--- src/rtl/mips_multicycle_control_pkg.sv ---
// Shared definitions for the MIPS multicycle main-control FSM.
// Holds the state encoding, instruction field constants, ALU operation codes,
// datapath mux-select constants and the ALU-decoder operation class.
package mips_ctrl_pkg;

  // State encoding; values are visible on a debugger and must not be reordered.
  typedef enum logic [3:0] {
    StFetch    = 4'd0,
    StDecode   = 4'd1,
    StMemAddr  = 4'd2,
    StMemRead  = 4'd3,
    StMemWb    = 4'd4,
    StMemWrite = 4'd5,
    StExecute  = 4'd6,
    StAluWb    = 4'd7,
    StBranch   = 4'd8,
    StJump     = 4'd9,
    StAddiExec = 4'd10,
    StAddiWb   = 4'd11,
    StHalt     = 4'd12
  } state_e;

  localparam logic [3:0] STATE_FETCH = 4'd0;

  // Opcodes (instr[31:26])
  localparam logic [5:0] OP_RTYPE = 6'b000000;
  localparam logic [5:0] OP_LW    = 6'b100011;
  localparam logic [5:0] OP_SW    = 6'b101011;
  localparam logic [5:0] OP_BEQ   = 6'b000100;
  localparam logic [5:0] OP_J     = 6'b000010;
  localparam logic [5:0] OP_ADDI  = 6'b001000;

  // R-type funct codes (instr[5:0])
  localparam logic [5:0] FN_ADD = 6'b100000;
  localparam logic [5:0] FN_SUB = 6'b100010;

  // ALU operation codes
  localparam logic [2:0] ALU_ADD = 3'b010;
  localparam logic [2:0] ALU_SUB = 3'b110;

  // ALU A mux
  localparam logic       SRC_A_PC  = 1'b0;
  localparam logic       SRC_A_REG = 1'b1;
  // ALU B mux
  localparam logic [1:0] SRC_B_RT      = 2'b00;
  localparam logic [1:0] SRC_B_FOUR    = 2'b01;
  localparam logic [1:0] SRC_B_IMM     = 2'b10;
  localparam logic [1:0] SRC_B_IMM_SH2 = 2'b11;
  // Next-PC mux
  localparam logic [1:0] PC_SRC_ALU    = 2'b00;
  localparam logic [1:0] PC_SRC_ALUOUT = 2'b01;
  localparam logic [1:0] PC_SRC_JUMP   = 2'b10;

  // Class of ALU operation requested by the FSM; AluFunct defers to the funct field.
  typedef enum logic [1:0] {
    AluNone  = 2'd0,
    AluAdd   = 2'd1,
    AluSub   = 2'd2,
    AluFunct = 2'd3
  } alu_op_e;

  function automatic logic is_rtype_alu(logic [5:0] funct);
    return (funct == FN_ADD) || (funct == FN_SUB);
  endfunction

endpackage

--- src/rtl/mips_multicycle_control_if.sv ---
// Control bundle between the main-control FSM and the MIPS datapath.
// master: the controller (consumes opcode/funct/zero, drives all controls).
// slave:  the datapath side.
// With MIPS_ILLEGAL_TRAP_EN defined the bundle also carries illegal_instr.
interface mips_multicycle_control_if;
  logic [5:0] opcode;
  logic [5:0] funct;
  logic       zero;
  logic       pc_en;
  logic       pc_write_cond;
  logic       i_or_d;
  logic       mem_read;
  logic       mem_write;
  logic       ir_write;
  logic       mem_to_reg;
  logic       reg_dst;
  logic       reg_write;
  logic       alu_src_a;
  logic [1:0] alu_src_b;
  logic [1:0] pc_source;
  logic [2:0] alu_control;
`ifdef MIPS_ILLEGAL_TRAP_EN
  logic       illegal_instr;
`endif

  modport master (
    input  opcode, funct, zero,
`ifdef MIPS_ILLEGAL_TRAP_EN
    output illegal_instr,
`endif
    output pc_en, pc_write_cond, i_or_d, mem_read, mem_write, ir_write,
    output mem_to_reg, reg_dst, reg_write, alu_src_a, alu_src_b, pc_source, alu_control
  );

  modport slave (
    output opcode, funct, zero,
`ifdef MIPS_ILLEGAL_TRAP_EN
    input  illegal_instr,
`endif
    input  pc_en, pc_write_cond, i_or_d, mem_read, mem_write, ir_write,
    input  mem_to_reg, reg_dst, reg_write, alu_src_a, alu_src_b, pc_source, alu_control
  );
endinterface

--- src/rtl/mips_alu_decoder.sv ---
// Combinational ALU control decoder.
// Ports: alu_op (operation class from the FSM), funct (R-type funct field),
//        alu_control (3-bit ALU code; 000 when no operation is requested).
module mips_alu_decoder
  import mips_ctrl_pkg::*;
(
  input  alu_op_e    alu_op,
  input  logic [5:0] funct,
  output logic [2:0] alu_control
);

  always_comb begin
    alu_control = 3'b000;
    case (alu_op)
      AluAdd:   alu_control = ALU_ADD;
      AluSub:   alu_control = ALU_SUB;
      AluFunct: begin
        if (funct == FN_SUB) begin
          alu_control = ALU_SUB;
        end else if (funct == FN_ADD) begin
          alu_control = ALU_ADD;
        end
      end
      default:  alu_control = 3'b000;
    endcase
  end

endmodule

--- src/rtl/mips_multicycle_control.sv ---
// Multicycle main-control FSM for the MIPS datapath.
// Ports: clk (rising edge), reset (synchronous, active-high),
//        bus (mips_multicycle_control_if.master: opcode/funct/zero in, controls out).
// Parameter RESET_STATE selects the state entered on reset (FETCH for normal use).
// Optional macro MIPS_ILLEGAL_TRAP_EN: illegal instructions enter HALT and raise
// illegal_instr until reset; otherwise they retire as a two-cycle NOP.
module mips_multicycle_control
  import mips_ctrl_pkg::*;
#(
  parameter logic [3:0] RESET_STATE = STATE_FETCH
) (
  input logic                      clk,
  input logic                      reset,
  mips_multicycle_control_if.master bus
);

  state_e state_q, state_d;

  logic       pc_write;
  logic       pc_write_cond_raw;
  logic       i_or_d_raw;
  logic       mem_read_raw;
  logic       mem_write_raw;
  logic       ir_write_raw;
  logic       mem_to_reg_raw;
  logic       reg_dst_raw;
  logic       reg_write_raw;
  logic       alu_src_a_raw;
  logic [1:0] alu_src_b_raw;
  logic [1:0] pc_source_raw;
  logic       illegal_raw;
  alu_op_e    alu_op;
  logic [2:0] alu_control_raw;

  always_ff @(posedge clk) begin
    if (reset) begin
      state_q <= state_e'(RESET_STATE);
    end else begin
      state_q <= state_d;
    end
  end

  always_comb begin
    state_d           = StFetch;
    pc_write          = 1'b0;
    pc_write_cond_raw = 1'b0;
    i_or_d_raw        = 1'b0;
    mem_read_raw      = 1'b0;
    mem_write_raw     = 1'b0;
    ir_write_raw      = 1'b0;
    mem_to_reg_raw    = 1'b0;
    reg_dst_raw       = 1'b0;
    reg_write_raw     = 1'b0;
    alu_src_a_raw     = SRC_A_PC;
    alu_src_b_raw     = SRC_B_RT;
    pc_source_raw     = PC_SRC_ALU;
    illegal_raw       = 1'b0;
    alu_op            = AluNone;

    case (state_q)
      StFetch: begin
        mem_read_raw  = 1'b1;
        ir_write_raw  = 1'b1;
        pc_write      = 1'b1;
        alu_src_b_raw = SRC_B_FOUR;
        alu_op        = AluAdd;
        state_d       = StDecode;
      end
      StDecode: begin
        // Speculative branch target into ALUOut
        alu_src_b_raw = SRC_B_IMM_SH2;
        alu_op        = AluAdd;
        if ((bus.opcode == OP_LW) || (bus.opcode == OP_SW)) begin
          state_d = StMemAddr;
        end else if ((bus.opcode == OP_RTYPE) && is_rtype_alu(bus.funct)) begin
          state_d = StExecute;
        end else if (bus.opcode == OP_BEQ) begin
          state_d = StBranch;
        end else if (bus.opcode == OP_J) begin
          state_d = StJump;
        end else if (bus.opcode == OP_ADDI) begin
          state_d = StAddiExec;
        end else begin
`ifdef MIPS_ILLEGAL_TRAP_EN
          state_d = StHalt;
`else
          state_d = StFetch;
`endif
        end
      end
      StMemAddr: begin
        alu_src_a_raw = SRC_A_REG;
        alu_src_b_raw = SRC_B_IMM;
        alu_op        = AluAdd;
        state_d       = (bus.opcode == OP_LW) ? StMemRead : StMemWrite;
      end
      StMemRead: begin
        mem_read_raw = 1'b1;
        i_or_d_raw   = 1'b1;
        state_d      = StMemWb;
      end
      StMemWb: begin
        reg_write_raw  = 1'b1;
        mem_to_reg_raw = 1'b1;
        state_d        = StFetch;
      end
      StMemWrite: begin
        mem_write_raw = 1'b1;
        i_or_d_raw    = 1'b1;
        state_d       = StFetch;
      end
      StExecute: begin
        alu_src_a_raw = SRC_A_REG;
        alu_src_b_raw = SRC_B_RT;
        alu_op        = AluFunct;
        state_d       = StAluWb;
      end
      StAluWb: begin
        reg_write_raw = 1'b1;
        reg_dst_raw   = 1'b1;
        state_d       = StFetch;
      end
      StBranch: begin
        alu_src_a_raw     = SRC_A_REG;
        alu_src_b_raw     = SRC_B_RT;
        alu_op            = AluSub;
        pc_write_cond_raw = 1'b1;
        pc_source_raw     = PC_SRC_ALUOUT;
        state_d           = StFetch;
      end
      StJump: begin
        pc_write      = 1'b1;
        pc_source_raw = PC_SRC_JUMP;
        state_d       = StFetch;
      end
      StAddiExec: begin
        alu_src_a_raw = SRC_A_REG;
        alu_src_b_raw = SRC_B_IMM;
        alu_op        = AluAdd;
        state_d       = StAddiWb;
      end
      StAddiWb: begin
        reg_write_raw = 1'b1;
        state_d       = StFetch;
      end
`ifdef MIPS_ILLEGAL_TRAP_EN
      StHalt: begin
        illegal_raw = 1'b1;
        state_d     = StHalt;
      end
`endif
      // Unused encodings: all outputs idle, recover to FETCH
      default: state_d = StFetch;
    endcase
  end

  mips_alu_decoder u_alu_decoder (
    .alu_op      (alu_op),
    .funct       (bus.funct),
    .alu_control (alu_control_raw)
  );

  // Every output is held at zero while reset is asserted
  assign bus.pc_en         = ~reset & (pc_write | (pc_write_cond_raw & bus.zero));
  assign bus.pc_write_cond = ~reset & pc_write_cond_raw;
  assign bus.i_or_d        = ~reset & i_or_d_raw;
  assign bus.mem_read      = ~reset & mem_read_raw;
  assign bus.mem_write     = ~reset & mem_write_raw;
  assign bus.ir_write      = ~reset & ir_write_raw;
  assign bus.mem_to_reg    = ~reset & mem_to_reg_raw;
  assign bus.reg_dst       = ~reset & reg_dst_raw;
  assign bus.reg_write     = ~reset & reg_write_raw;
  assign bus.alu_src_a     = ~reset & alu_src_a_raw;
  assign bus.alu_src_b     = reset ? 2'b00 : alu_src_b_raw;
  assign bus.pc_source     = reset ? 2'b00 : pc_source_raw;
  assign bus.alu_control   = reset ? 3'b000 : alu_control_raw;
`ifdef MIPS_ILLEGAL_TRAP_EN
  assign bus.illegal_instr = ~reset & illegal_raw;
`else
  logic unused_illegal;
  assign unused_illegal = illegal_raw;
`endif

endmodule

--- src/flat_wrapper.sv ---
// flat-port wrapper written by rule: the top's interface ports become plain ports
module mips_multicycle_control_flat import mips_ctrl_pkg::*;
#(
  parameter logic [3:0] RESET_STATE = STATE_FETCH
)
  (clk, reset, bus_opcode, bus_funct, bus_zero, bus_pc_en, bus_pc_write_cond, bus_i_or_d, bus_mem_read, bus_mem_write, bus_ir_write, bus_mem_to_reg, bus_reg_dst, bus_reg_write, bus_alu_src_a, bus_alu_src_b, bus_pc_source, bus_alu_control);
  mips_multicycle_control_if bus_i ();
  input logic clk;
  input logic reset;
  input wire logic [$bits(bus_i.opcode)-1:0] bus_opcode;
  input wire logic [$bits(bus_i.funct)-1:0] bus_funct;
  input wire logic [$bits(bus_i.zero)-1:0] bus_zero;
  output wire logic [$bits(bus_i.pc_en)-1:0] bus_pc_en;
  output wire logic [$bits(bus_i.pc_write_cond)-1:0] bus_pc_write_cond;
  output wire logic [$bits(bus_i.i_or_d)-1:0] bus_i_or_d;
  output wire logic [$bits(bus_i.mem_read)-1:0] bus_mem_read;
  output wire logic [$bits(bus_i.mem_write)-1:0] bus_mem_write;
  output wire logic [$bits(bus_i.ir_write)-1:0] bus_ir_write;
  output wire logic [$bits(bus_i.mem_to_reg)-1:0] bus_mem_to_reg;
  output wire logic [$bits(bus_i.reg_dst)-1:0] bus_reg_dst;
  output wire logic [$bits(bus_i.reg_write)-1:0] bus_reg_write;
  output wire logic [$bits(bus_i.alu_src_a)-1:0] bus_alu_src_a;
  output wire logic [$bits(bus_i.alu_src_b)-1:0] bus_alu_src_b;
  output wire logic [$bits(bus_i.pc_source)-1:0] bus_pc_source;
  output wire logic [$bits(bus_i.alu_control)-1:0] bus_alu_control;
  assign bus_i.opcode = bus_opcode;
  assign bus_i.funct = bus_funct;
  assign bus_i.zero = bus_zero;
  assign bus_pc_en = bus_i.pc_en;
  assign bus_pc_write_cond = bus_i.pc_write_cond;
  assign bus_i_or_d = bus_i.i_or_d;
  assign bus_mem_read = bus_i.mem_read;
  assign bus_mem_write = bus_i.mem_write;
  assign bus_ir_write = bus_i.ir_write;
  assign bus_mem_to_reg = bus_i.mem_to_reg;
  assign bus_reg_dst = bus_i.reg_dst;
  assign bus_reg_write = bus_i.reg_write;
  assign bus_alu_src_a = bus_i.alu_src_a;
  assign bus_alu_src_b = bus_i.alu_src_b;
  assign bus_pc_source = bus_i.pc_source;
  assign bus_alu_control = bus_i.alu_control;
  mips_multicycle_control #(.RESET_STATE(RESET_STATE)) u_core (.clk(clk), .reset(reset), .bus(bus_i));
endmodule
--- config.mk ---
export PLATFORM = sky130hd
export DESIGN_NAME = mips_multicycle_control_flat
export DESIGN_NICKNAME = d
export VERILOG_FILES = /design/src/rtl/mips_multicycle_control_pkg.sv /design/src/rtl/mips_multicycle_control_if.sv /design/src/rtl/mips_alu_decoder.sv /design/src/rtl/mips_multicycle_control.sv /design/src/flat_wrapper.sv
export SDC_FILE = /design/constraint.sdc
export NUM_CORES = 1
export LEC_CHECK = 0
export ABC_AREA = 1
export BUFFER_PORTS_ARGS = -buffer_cell sky130_fd_sc_hd__buf_2
export CAP_MARGIN = 15
export CORE_AREA = 2 2 39 41
export CTS_CLUSTER_SIZE = 40
export DETAILED_ROUTE_END_ITERATION = 8
export DIE_AREA = 0 0 41 43
export PLACE_DENSITY = 0.75
export REMOVE_ABC_BUFFERS = 1
export SLEW_MARGIN = 20
export SYNTH_ARGS = -nofsm -noshare
export SYNTH_HDL_FRONTEND = slang
export SYNTH_SLANG_ARGS = --single-unit
export TNS_END_PERCENT = 1
--- constraint.sdc ---
create_clock -name clk -period 2.8 [get_ports clk]
set_clock_uncertainty 0.1 [all_clocks]
set_input_delay 0.14 -clock clk [delete_from_list [all_inputs] [get_ports clk]]
set_output_delay 0.14 -clock clk [all_outputs]
set_load 0.01 [all_outputs]
==> results.yml <==
outcome:
  outcome: "complete, no violations"
die:
  rows: 14
  core-area_um2: 1380
  die_w_um: 41
  start_util_pct: 38.6
  io_pins: 32
  die_area_um2: 1760
  dieHeight_um: 43
cells_and_area:
  finalNetCount: 150
  layout_common_cells: "buf_2, nor2_1, nand2_1"
  antenna_cells: 0
  final_common_cell: "buf_2"
  final_layout_size_suffix_gt1_share_pct: 34.6
  largest_reg_flops: 4
  syn2layout_area_growth_pct: 32.3
  design_area_um2: 707
  reg_top3: "u_core.state_q (4)"
  fillers: 162
  regMostFlops: "u_core.state_q"
worst_setup_path:
  cp.required_ns: 2.56
  arrival_ns: 1.42
  worstSetupPathType: "flip-flop to output port"
  end_kind: "output port"
  worstSetupStartpointType: "flip-flop"
  worstPathMaxFanout: 3
sta:
  finalHoldViolCount: 0
  min_period_ns: 1.66
  finalSetupTns_ns: 0
  rsz0062_at_grt: "no"
  timing.final.crit_share_pct: 59.2
  fmax_ghz: 0.603
  maxSlewViolCount: 0
  setup_violations: 0
clock_tree:
  cts_buffers: 3
  cts_setup_buffers: 0
  cts_buffer_depth: 2
  numClockSinks: 4
  cts-resized-gates: 0
  clk_latency_ns: 0.23
  holdBufCountCts: 0
  path_clk_slew_ns: 0.03
  cts_max_level: 1
  root_buffer: "clkbuf_4"
  cts_tree: "yes"
detailed_routing:
  ant_nets: 0
  wl_um: 1290
  vias: 692
  wire_per_inst_um: 8.68
  drt_iter0_drc: 6
  drc: 0
  drtPass1Iterations: 4
  viasPerCell: 4.64
power_and_ir_drop:
  power.density_nw_per_um2: 253
  ir_drop_uv: 210
  p_leak_nw: 0.424
placed_design:
  dp_hpwl_um: 1140
  postPlaceCellArea_um2: 684
  gp_congestion: 0.829
  io_buffers: 30
synthesis:
  synth_cell_types: 21
  seq_area_frac_synth_pct: 15.0
  synthAdderAreaFrac_pct: 0
  synth-seq-cells: 4
  netlist_instances: 103
  syn_area_um2: 534
  yosys.area_share.simple_pct: 51.5
  yosys_warnings: 0
  synthMuxAreaShare_pct: 0
  synth_top_family_by_area: "simple AND/OR/NAND/NOR gates"
  synth_xor_area_share_pct: 0
  avgSynthCellArea_um2: 5.19
  synth-compound-area-share_pct: 15.7
grt:
  grt_pass1_vias: 608
  antenna_found_initial: 0
  grt_first_pass_wirelength_um: 2240
  grt_max_degree: 11
  gr-total-overflow: 0
  track_usage_pct: 17.2
hold_path:
  hp-class: "primary input to flip-flop"
flow_run:
  max_cap_violations: 0
## worst max-delay path, cell delays in order (launching register included)
cell and delay, ns:
dfxtp_1 0.34, inv_1 0.08, nand2_2 0.09, inv_2 0.05, nand2_2 0.09, nand2_2 0.06, nor2_2 0.15, nand2_2 0.08
nand3_1 0.07, nand2_1 0.05, buf_2 0.13
## layout make-up
class / instances / area, um2 / area share [%]
well taps: 16 / 20.0 / 2.83
flip-flops and latches: 4 / 80.1 / 11.3
multi-input cells: 77 / 363 / 51.3
clock buffers: 3 / 22.5 / 3.19
inverters: 19 / 71.3 / 10.1
repair buffers: 30 / 150 / 21.2
## cells in the mapped netlist
cell type	number	share of area, %
inv_1	16	11
conb_1	1	0.70
nand2_2	6	7.0
a21oi_2	1	1.6
nor2_1	22	15
nor2_2	3	3.5
nand4_1	2	2.3
a21oi_1	3	2.8
nor3_1	1	0.94
nand2_1	19	13
buf_2	1	0.94
o22ai_1	1	1.2
nand3b_1	1	1.4
buf_4	2	2.8
nand3_1	8	7.5
a31oi_1	2	2.3
inv_2	3	2.1
a21boi_0	1	1.4
dfxtp_1	4	15
a211o_1	1	1.6
o21ai_0	5	4.7
## cell families (layout without fill, tap and decap cells)
logic type,after synthesis,after routing
simple gates,62,62
buf+inv,22,52
compound gates,14,14
flops,4,4
other cells,1,1
## metal layers
layer  vias up  share of wire (%)  GRT usage [%]
met5         -                  0              0
met4         0                  0           4.67
met3         0                8.0          0.524
met2        27                 47           30.6
met1       284                 45           21.0
li1        381                  -              -
## metrics by stage
stage	setup slack, ns	hold slack [ns]	instances	utilization [%]	power [mW]
after global routing	1.01	0.120	149	51.1	0.195
final	1.14	0.111	149	51.1	0.179
after detailed placement	1.38	0.344	146	49.5	0.112
after global placement	1.40	0.342	146	49.5	0.111
after CTS	1.13	0.108	149	51.1	0.183
after floorplan	1.52	0.109	100	-	0.0892
## final timing paths
path                      from                 end  slack (ns)  cells after the start
min                      reset   u_core.state_q[1]        0.11                      2
max          u_core.state_q[0]  bus_alu_control[1]        1.14                     10
max reg2reg  u_core.state_q[0]   u_core.state_q[2]        1.60                      6
min reg2reg  u_core.state_q[3]   u_core.state_q[2]        0.58                      3
## where the power goes
| group | switching [mW] | internal [mW] | leakage, nW |
|---|---|---|---|
| Sequential | 0.00114 | 0.0589 | 0.0326 |
| Clock | 0.0196 | 0.0477 | 0.0138 |
| Combinational | 0.0313 | 0.0205 | 0.377 |
Note: power is estimated with default switching activity, not from simulation.
